File: config.mk
export PLATFORM = sky130hd
export DESIGN_NAME = coef_requant
export DESIGN_NICKNAME = d
export VERILOG_FILES = /design/src/rtl/coef_requant_pkg.sv /design/src/rtl/coef_bank.sv /design/src/rtl/coef_requant.sv
export SDC_FILE = /design/constraint.sdc
export NUM_CORES = 2
export LEC_CHECK = 0
export CAP_MARGIN = 30
export CELL_PAD_IN_SITES_DETAIL_PLACEMENT = 1
export CELL_PAD_IN_SITES_GLOBAL_PLACEMENT = 2
export CORE_MARGIN = 1
export CORE_UTILIZATION = 47
export DETAILED_ROUTE_END_ITERATION = 12
export PLACE_DENSITY_LB_ADDON = 0.12
export SLEW_MARGIN = 10
export SYNTH_ARGS = -nofsm -noshare
export SYNTH_HDL_FRONTEND = slang
export SYNTH_SLANG_ARGS = --single-unit
File: constraint.sdc
create_clock -name clk_i -period 3.2 [get_ports clk_i]
set_input_delay 0.48 -clock clk_i [delete_from_list [all_inputs] [get_ports clk_i]]
set_output_delay 0.48 -clock clk_i [all_outputs]
set_load 0.01 [all_outputs]
File: src/rtl/coef_requant_pkg.sv
// Shared constants, reader state type and the per-coefficient requantizer
// (round, arithmetic shift, saturate to QW bits).
package coef_requant_pkg;

    localparam int unsigned DW    = 32;
    localparam int unsigned SHIFT = 20;
    localparam int unsigned QW    = 12;
    localparam int unsigned N     = 64;
    localparam int unsigned PW    = $clog2(N);

    typedef enum logic {
        StIdle,
        StEmit
    } rd_state_e;

    localparam logic [DW:0] RndHalf = {{(DW - SHIFT + 1){1'b0}}, 1'b1, {(SHIFT - 1){1'b0}}};

    function automatic logic [QW-1:0] requant(input logic [DW-1:0] din, input logic rnd_en);
        logic signed [DW:0] t;
        logic signed [DW:0] q;
        t = $signed({din[DW-1], din}) + $signed(rnd_en ? RndHalf : '0);
        q = t >>> SHIFT;
        // In range only when every bit above the kept sign bit matches it.
        if (&q[DW:QW-1] || ~|q[DW:QW-1]) begin
            return q[QW-1:0];
        end
        return q[DW] ? {1'b1, {(QW - 1){1'b0}}} : {1'b0, {(QW - 1){1'b1}}};
    endfunction

endpackage

File: src/rtl/coef_bank.sv
// N x QW coefficient register file: one synchronous write port and one
// combinational read port. Contents are not reset.
module coef_bank
    import coef_requant_pkg::*;
(
    input  logic          clk_i,
    input  logic          we_i,
    input  logic [PW-1:0] waddr_i,
    input  logic [QW-1:0] wdata_i,
    input  logic [PW-1:0] raddr_i,
    output logic [QW-1:0] rdata_o
);

    logic [QW-1:0] mem_q [N];

    always_ff @(posedge clk_i) begin
        if (we_i) begin
            mem_q[waddr_i] <= wdata_i;
        end
    end

    assign rdata_o = mem_q[raddr_i];

endmodule

File: src/rtl/coef_requant.sv
// Coefficient requantizer with ping-pong block buffer: writer fills one bank
// while the reader FSM replays the other, sign-extended, under out_ready_i.
module coef_requant
    import coef_requant_pkg::*;
(
    input  logic          clk_i,
    input  logic          rst_ni,
    input  logic          in_valid_i,
    input  logic [DW-1:0] din_i,
    input  logic          rnd_en_i,
    input  logic          out_ready_i,
    output logic          start_out_o,
    output logic [DW-1:0] dout_o,
    output logic [15:0]   blk_cnt_o,
    output logic          ovf_o
);

    localparam logic [PW-1:0] LastIdx = PW'(N - 1);

    logic [PW-1:0] wr_ptr_q, wr_ptr_d;
    logic          wr_bank_q, wr_bank_d;
    logic [1:0]    full_q, full_d, full_now;
    logic          ovf_q;

    rd_state_e     state_q;
    logic [PW-1:0] rd_ptr_q;
    logic          rd_bank_q;
    logic [QW-1:0] dout_q;
    logic [15:0]   blk_cnt_q;

    logic          wr_acc, wr_last, rd_last, fetch_bank;
    logic [PW-1:0] fetch_addr;
    logic [QW-1:0] wdata, rdata0, rdata1, fetch_data;

    assign wr_acc  = in_valid_i & ~full_q[wr_bank_q];
    assign wr_last = wr_acc & (wr_ptr_q == LastIdx);
    assign rd_last = (state_q == StEmit) & out_ready_i & (rd_ptr_q == LastIdx);
    assign wdata   = requant(din_i, rnd_en_i);

    // full_now includes a bank completing this cycle so the reader can start
    // (or continue back-to-back) without a bubble.
    always_comb begin
        full_now = full_q;
        if (wr_last) begin
            full_now[wr_bank_q] = 1'b1;
        end
        full_d = full_now;
        if (rd_last) begin
            full_d[rd_bank_q] = 1'b0;
        end
    end

    always_comb begin
        wr_ptr_d  = wr_ptr_q;
        wr_bank_d = wr_bank_q;
        if (wr_last) begin
            wr_ptr_d  = '0;
            wr_bank_d = ~wr_bank_q;
        end else if (wr_acc) begin
            wr_ptr_d = wr_ptr_q + PW'(1);
        end
    end

    always_ff @(posedge clk_i or negedge rst_ni) begin
        if (!rst_ni) begin
            wr_ptr_q  <= '0;
            wr_bank_q <= 1'b0;
            full_q    <= '0;
            ovf_q     <= 1'b0;
        end else begin
            wr_ptr_q  <= wr_ptr_d;
            wr_bank_q <= wr_bank_d;
            full_q    <= full_d;
            ovf_q     <= ovf_q | (in_valid_i & full_q[wr_bank_q]);
        end
    end

    coef_bank u_bank0 (
        .clk_i   (clk_i),
        .we_i    (wr_acc & ~wr_bank_q),
        .waddr_i (wr_ptr_q),
        .wdata_i (wdata),
        .raddr_i (fetch_addr),
        .rdata_o (rdata0)
    );

    coef_bank u_bank1 (
        .clk_i   (clk_i),
        .we_i    (wr_acc & wr_bank_q),
        .waddr_i (wr_ptr_q),
        .wdata_i (wdata),
        .raddr_i (fetch_addr),
        .rdata_o (rdata1)
    );

    // Address of the word that dout_q loads at this edge.
    assign fetch_bank = rd_last ? ~rd_bank_q : rd_bank_q;
    assign fetch_addr = ((state_q == StEmit) && !rd_last) ? rd_ptr_q + PW'(1) : '0;
    assign fetch_data = fetch_bank ? rdata1 : rdata0;

    always_ff @(posedge clk_i or negedge rst_ni) begin
        if (!rst_ni) begin
            state_q   <= StIdle;
            rd_ptr_q  <= '0;
            rd_bank_q <= 1'b0;
            dout_q    <= '0;
            blk_cnt_q <= '0;
        end else begin
            unique case (state_q)
                StIdle: begin
                    if (full_now[rd_bank_q]) begin
                        state_q  <= StEmit;
                        rd_ptr_q <= '0;
                        dout_q   <= fetch_data;
                    end
                end
                StEmit: begin
                    if (rd_last) begin
                        rd_bank_q <= ~rd_bank_q;
                        rd_ptr_q  <= '0;
                        blk_cnt_q <= blk_cnt_q + 16'd1;
                        if (full_now[~rd_bank_q]) begin
                            dout_q <= fetch_data;
                        end else begin
                            state_q <= StIdle;
                        end
                    end else if (out_ready_i) begin
                        rd_ptr_q <= rd_ptr_q + PW'(1);
                        dout_q   <= fetch_data;
                    end
                end
                default: state_q <= StIdle;
            endcase
        end
    end

    assign start_out_o = (state_q == StEmit);
    assign dout_o      = {{(DW - QW){dout_q[QW-1]}}, dout_q};
    assign blk_cnt_o   = blk_cnt_q;
    assign ovf_o       = ovf_q;

endmodule

==> results.py <==
metrics = {
    "sta": {
        "setup_violations": 2,
        "worst_pin_slew_ns": 0.976,
        "rsz0062_at_grt": "yes",
        "fin_worst_skew_ns": 0.0230,
        "fmax_mhz": 312,
        "min_period_ns": 3.21,
        "period_share_pct": 100,
        "slew_headroom_pct": 34.7,
        "hold_violations": 0,
        "fin_ws_ns": -0.00768,
        "drv_slew": 0,
        "fin_setup_tns_ns": -0.00848,
    },
    "synth": {
        "synth_edf_count": 1536,
        "ys_ff_latch": 1582,
        "yosys_warnings": 0,
        "synth_nets": 3928,
        "netlist_instances": 3887,
        "avgSynthCellArea_sq_um": 15.9,
        "synth_cell_types": 70,
        "seq_area_frac_synth_pct": 76.6,
        "ys_async_sr_fraction_pct": 2.91,
        "synth_ff_type": "edfxtp_1",
        "synth.cell_area_sq_mm": 0.0617,
    },
    "die": {
        "boundaryPins": 87,
        "rows": 132,
        "coreArea_sq_mm": 0.130,
        "start_util_pct": 47.5,
        "die_w_um": 364,
        "die-area_sq_mm": 0.133,
        "die_h_um": 364,
    },
    "power": {
        "p_per_area_mw_per_mm2": 922,
        "totalPowerFinal_w": 0.0695,
        "ir_drop_v": 0.000629,
        "p_leak_nw": 24.8,
    },
    "clocking": {
        "clk_pin_slew_ns": 0.06,
        "cts_tree": "done",
        "clockBufferDepth": 3,
        "insertion_delay_ns": 0.80,
        "cts_root_buffer": "clkbuf_16",
        "cts_max_level": 4,
        "cts_buffers": 163,
        "cts_sinks": 1582,
    },
    "job": {
        "max_cap_viol_count": 0,
    },
    "grt": {
        "grt_start_max_net_pins": 129,
        "grt_pass1_wl_um": 287000,
        "gr-usage-all-layers_pct": 30.2,
        "antenna_found_initial": 4,
        "grt_pass1_vias": 40800,
        "overflow": 0,
    },
    "place": {
        "dp_hpwl_um": 129000,
        "place_congestion": 0.911,
        "place_area_sq_mm": 0.0687,
        "io_buffers": 67,
        "dp.cells": 5938,
    },
    "setup_path": {
        "end_kind": "register",
        "crit_required_ns": 3.87,
        "critPathKind": "reg -> reg",
        "arrival_ns": 3.87,
        "start_kind": "register",
        "r2r_slack_ns": -0.008,
        "r2r-start": "rd_ptr_q[0]",
        "r2r-end": "dout_q[6]",
        "crit_fanout": 8,
        "reg2reg_depth": 12,
    },
    "outcome": {
        "status": "finished with violations",
        "violations": "negative setup slack",
    },
    "finish": {
        "nFillCells": 11800,
        "utilization_pct": 58.0,
        "drive_gt1_share_pct": 24.0,
        "mostFrequentLayoutCell": "edfxtp_1",
        "area_growth_syn_to_layout_pct": 22.1,
        "layoutNonFillerInstCount": 6290,
        "nNetsFinal": 4450,
        "final_cell_mix": "edfxtp_1 (1536), buf_4 (436), nand2_1 (279), o22ai_1 (218), nor2_1 (197)",
        "final_design_area_no_fill_sq_mm": 0.0753,
    },
    "drt": {
        "num_vias": 39600,
        "routed_via_density": 6.29,
        "wirelength_um": 203000,
        "first_pass_iters": 5,
        "remaining_drc_errors": 0,
        "wl_per_cell_um": 32.2,
        "drt-initial-drc-count": 4369,
        "ant_nets": 0,
    },
    "worst_hold_path": {
        "min_path_type": "in -> async",
    },
}
## state kept, by name, summed over array words and instances (netlist names)
signal,flops
blk_cnt_o,16
dout_q,12
full_q,2
ovf_o,1
rd_bank_q,1
rd_ptr_q,6
start_out_o,1
u_bank0.mem_q,768
u_bank1.mem_q,768
wr_bank_q,1
wr_ptr_q,6
## worst max-delay path by stage
stage	from	endpoint	slack, ns	depth (start not counted)
floorplan	rnd_en_i	u_bank0.mem_q[0][5]	-0.87	9
global placement	out_ready_i	dout_q[7]	-0.78	11
detailed placement	out_ready_i	dout_q[11]	-0.86	12
CTS	rd_ptr_q[0]	dout_q[7]	-0.09	11
global route	rd_ptr_q[0]	dout_q[4]	-0.05	13
finish	rd_ptr_q[0]	dout_q[6]	-0.008	12
## power by group
part	internal [W]	switching [W]
Combinational	0.0106	0.0168
Sequential	0.0233	0.000442
Clock	0.0103	0.00799
Total	0.0442	0.0252
## cell families after synthesis
group | share of synthesized area, %
AO/OA/AOI/OAI | 11.7
adder cells (fa/ha/maj) | 0.0811
buffers and inverters | 2.66
multiplexers | 2.91
AND/OR/NAND/NOR | 5.51
flip-flops | 76.6
XOR/XNOR | 0.469
## cell type report
| class | instances | area [sq um] | area share, % |
|---|---|---|---|
| timing repair buffer | 653 | 6850 | 9.10 |
| clock inverter | 89 | 698 | 0.927 |
| multi-input combinational | 1970 | 13800 | 18.3 |
| tap | 1742 | 2180 | 2.89 |
| sequential | 1582 | 47300 | 62.8 |
| clock buffer | 214 | 4390 | 5.82 |
| antenna | 1 | 2.50 | 0.00332 |
| inverter | 39 | 146 | 0.194 |
## through the flow
step	setup slack, ns	hold WS [ns]
final	-0.00768	0.331
after detailed placement	-0.863	0.466
after global routing	-0.0516	0.378
after global placement	-0.778	0.462
after floorplan	-0.872	0.184
after CTS	-0.0944	0.297
## cell usage after synthesis, drive strengths merged (24+ instances only)
cell | number | share of area, %
edfxtp | 1536 | 75
a211oi | 33 | 0.40
a31oi | 63 | 0.64
or3 | 45 | 0.46
o22a | 24 | 0.34
o22ai | 226 | 2.3
inv | 39 | 0.24
mux2i | 106 | 1.7
nor3 | 73 | 0.61
clkbuf | 105 | 0.64
buf | 191 | 1.8
o211ai | 46 | 0.58
a21oi | 110 | 0.90
o221ai | 192 | 2.7
nand3 | 58 | 0.48
dfrtp | 46 | 1.9
nor2 | 202 | 1.2
o21ai | 95 | 0.79
nand2 | 283 | 1.7
a31o | 45 | 0.64
a211o | 25 | 0.35
mux2 | 65 | 1.2
## per-layer routing
layer  vias to the layer above  global-route usage (%)  wire length, um
met3                       315                    4.70            14100
met5                         -                       0               41
li1                      16700                       -                -
met1                     20900                    40.7            82400
met4                         6                    11.1             7030
met2                      1663                    49.6            99100
## critical path, stage by stage, from the launching register on
cell and delay [ns]:
dfrtp_4 0.49, ha_4 0.17, and3_4 0.19, buf_12 0.13, a21o_4 0.26, buf_12 0.16
clkbuf_16 0.16, a211oi_1 0.29, nor3_1 0.10, buf_4 0.15, o32a_1 0.42, o32ai_2 0.39
o41ai_2 0.14
## timing repair
| item | CTS | global route |
|---|---|---|
| resized for setup | 75 | 94 |
| setup buffers | 21 | 20 |
| hold endpoints to repair | 27 | 0 |
| hold buffers | 1 | 0 |
| endpoints found under the setup margin | 21 | 12 |
| gates cloned | 4 | 7 |
| pin swaps | 13 | 33 |
Power figures use the tool's default switching activity.
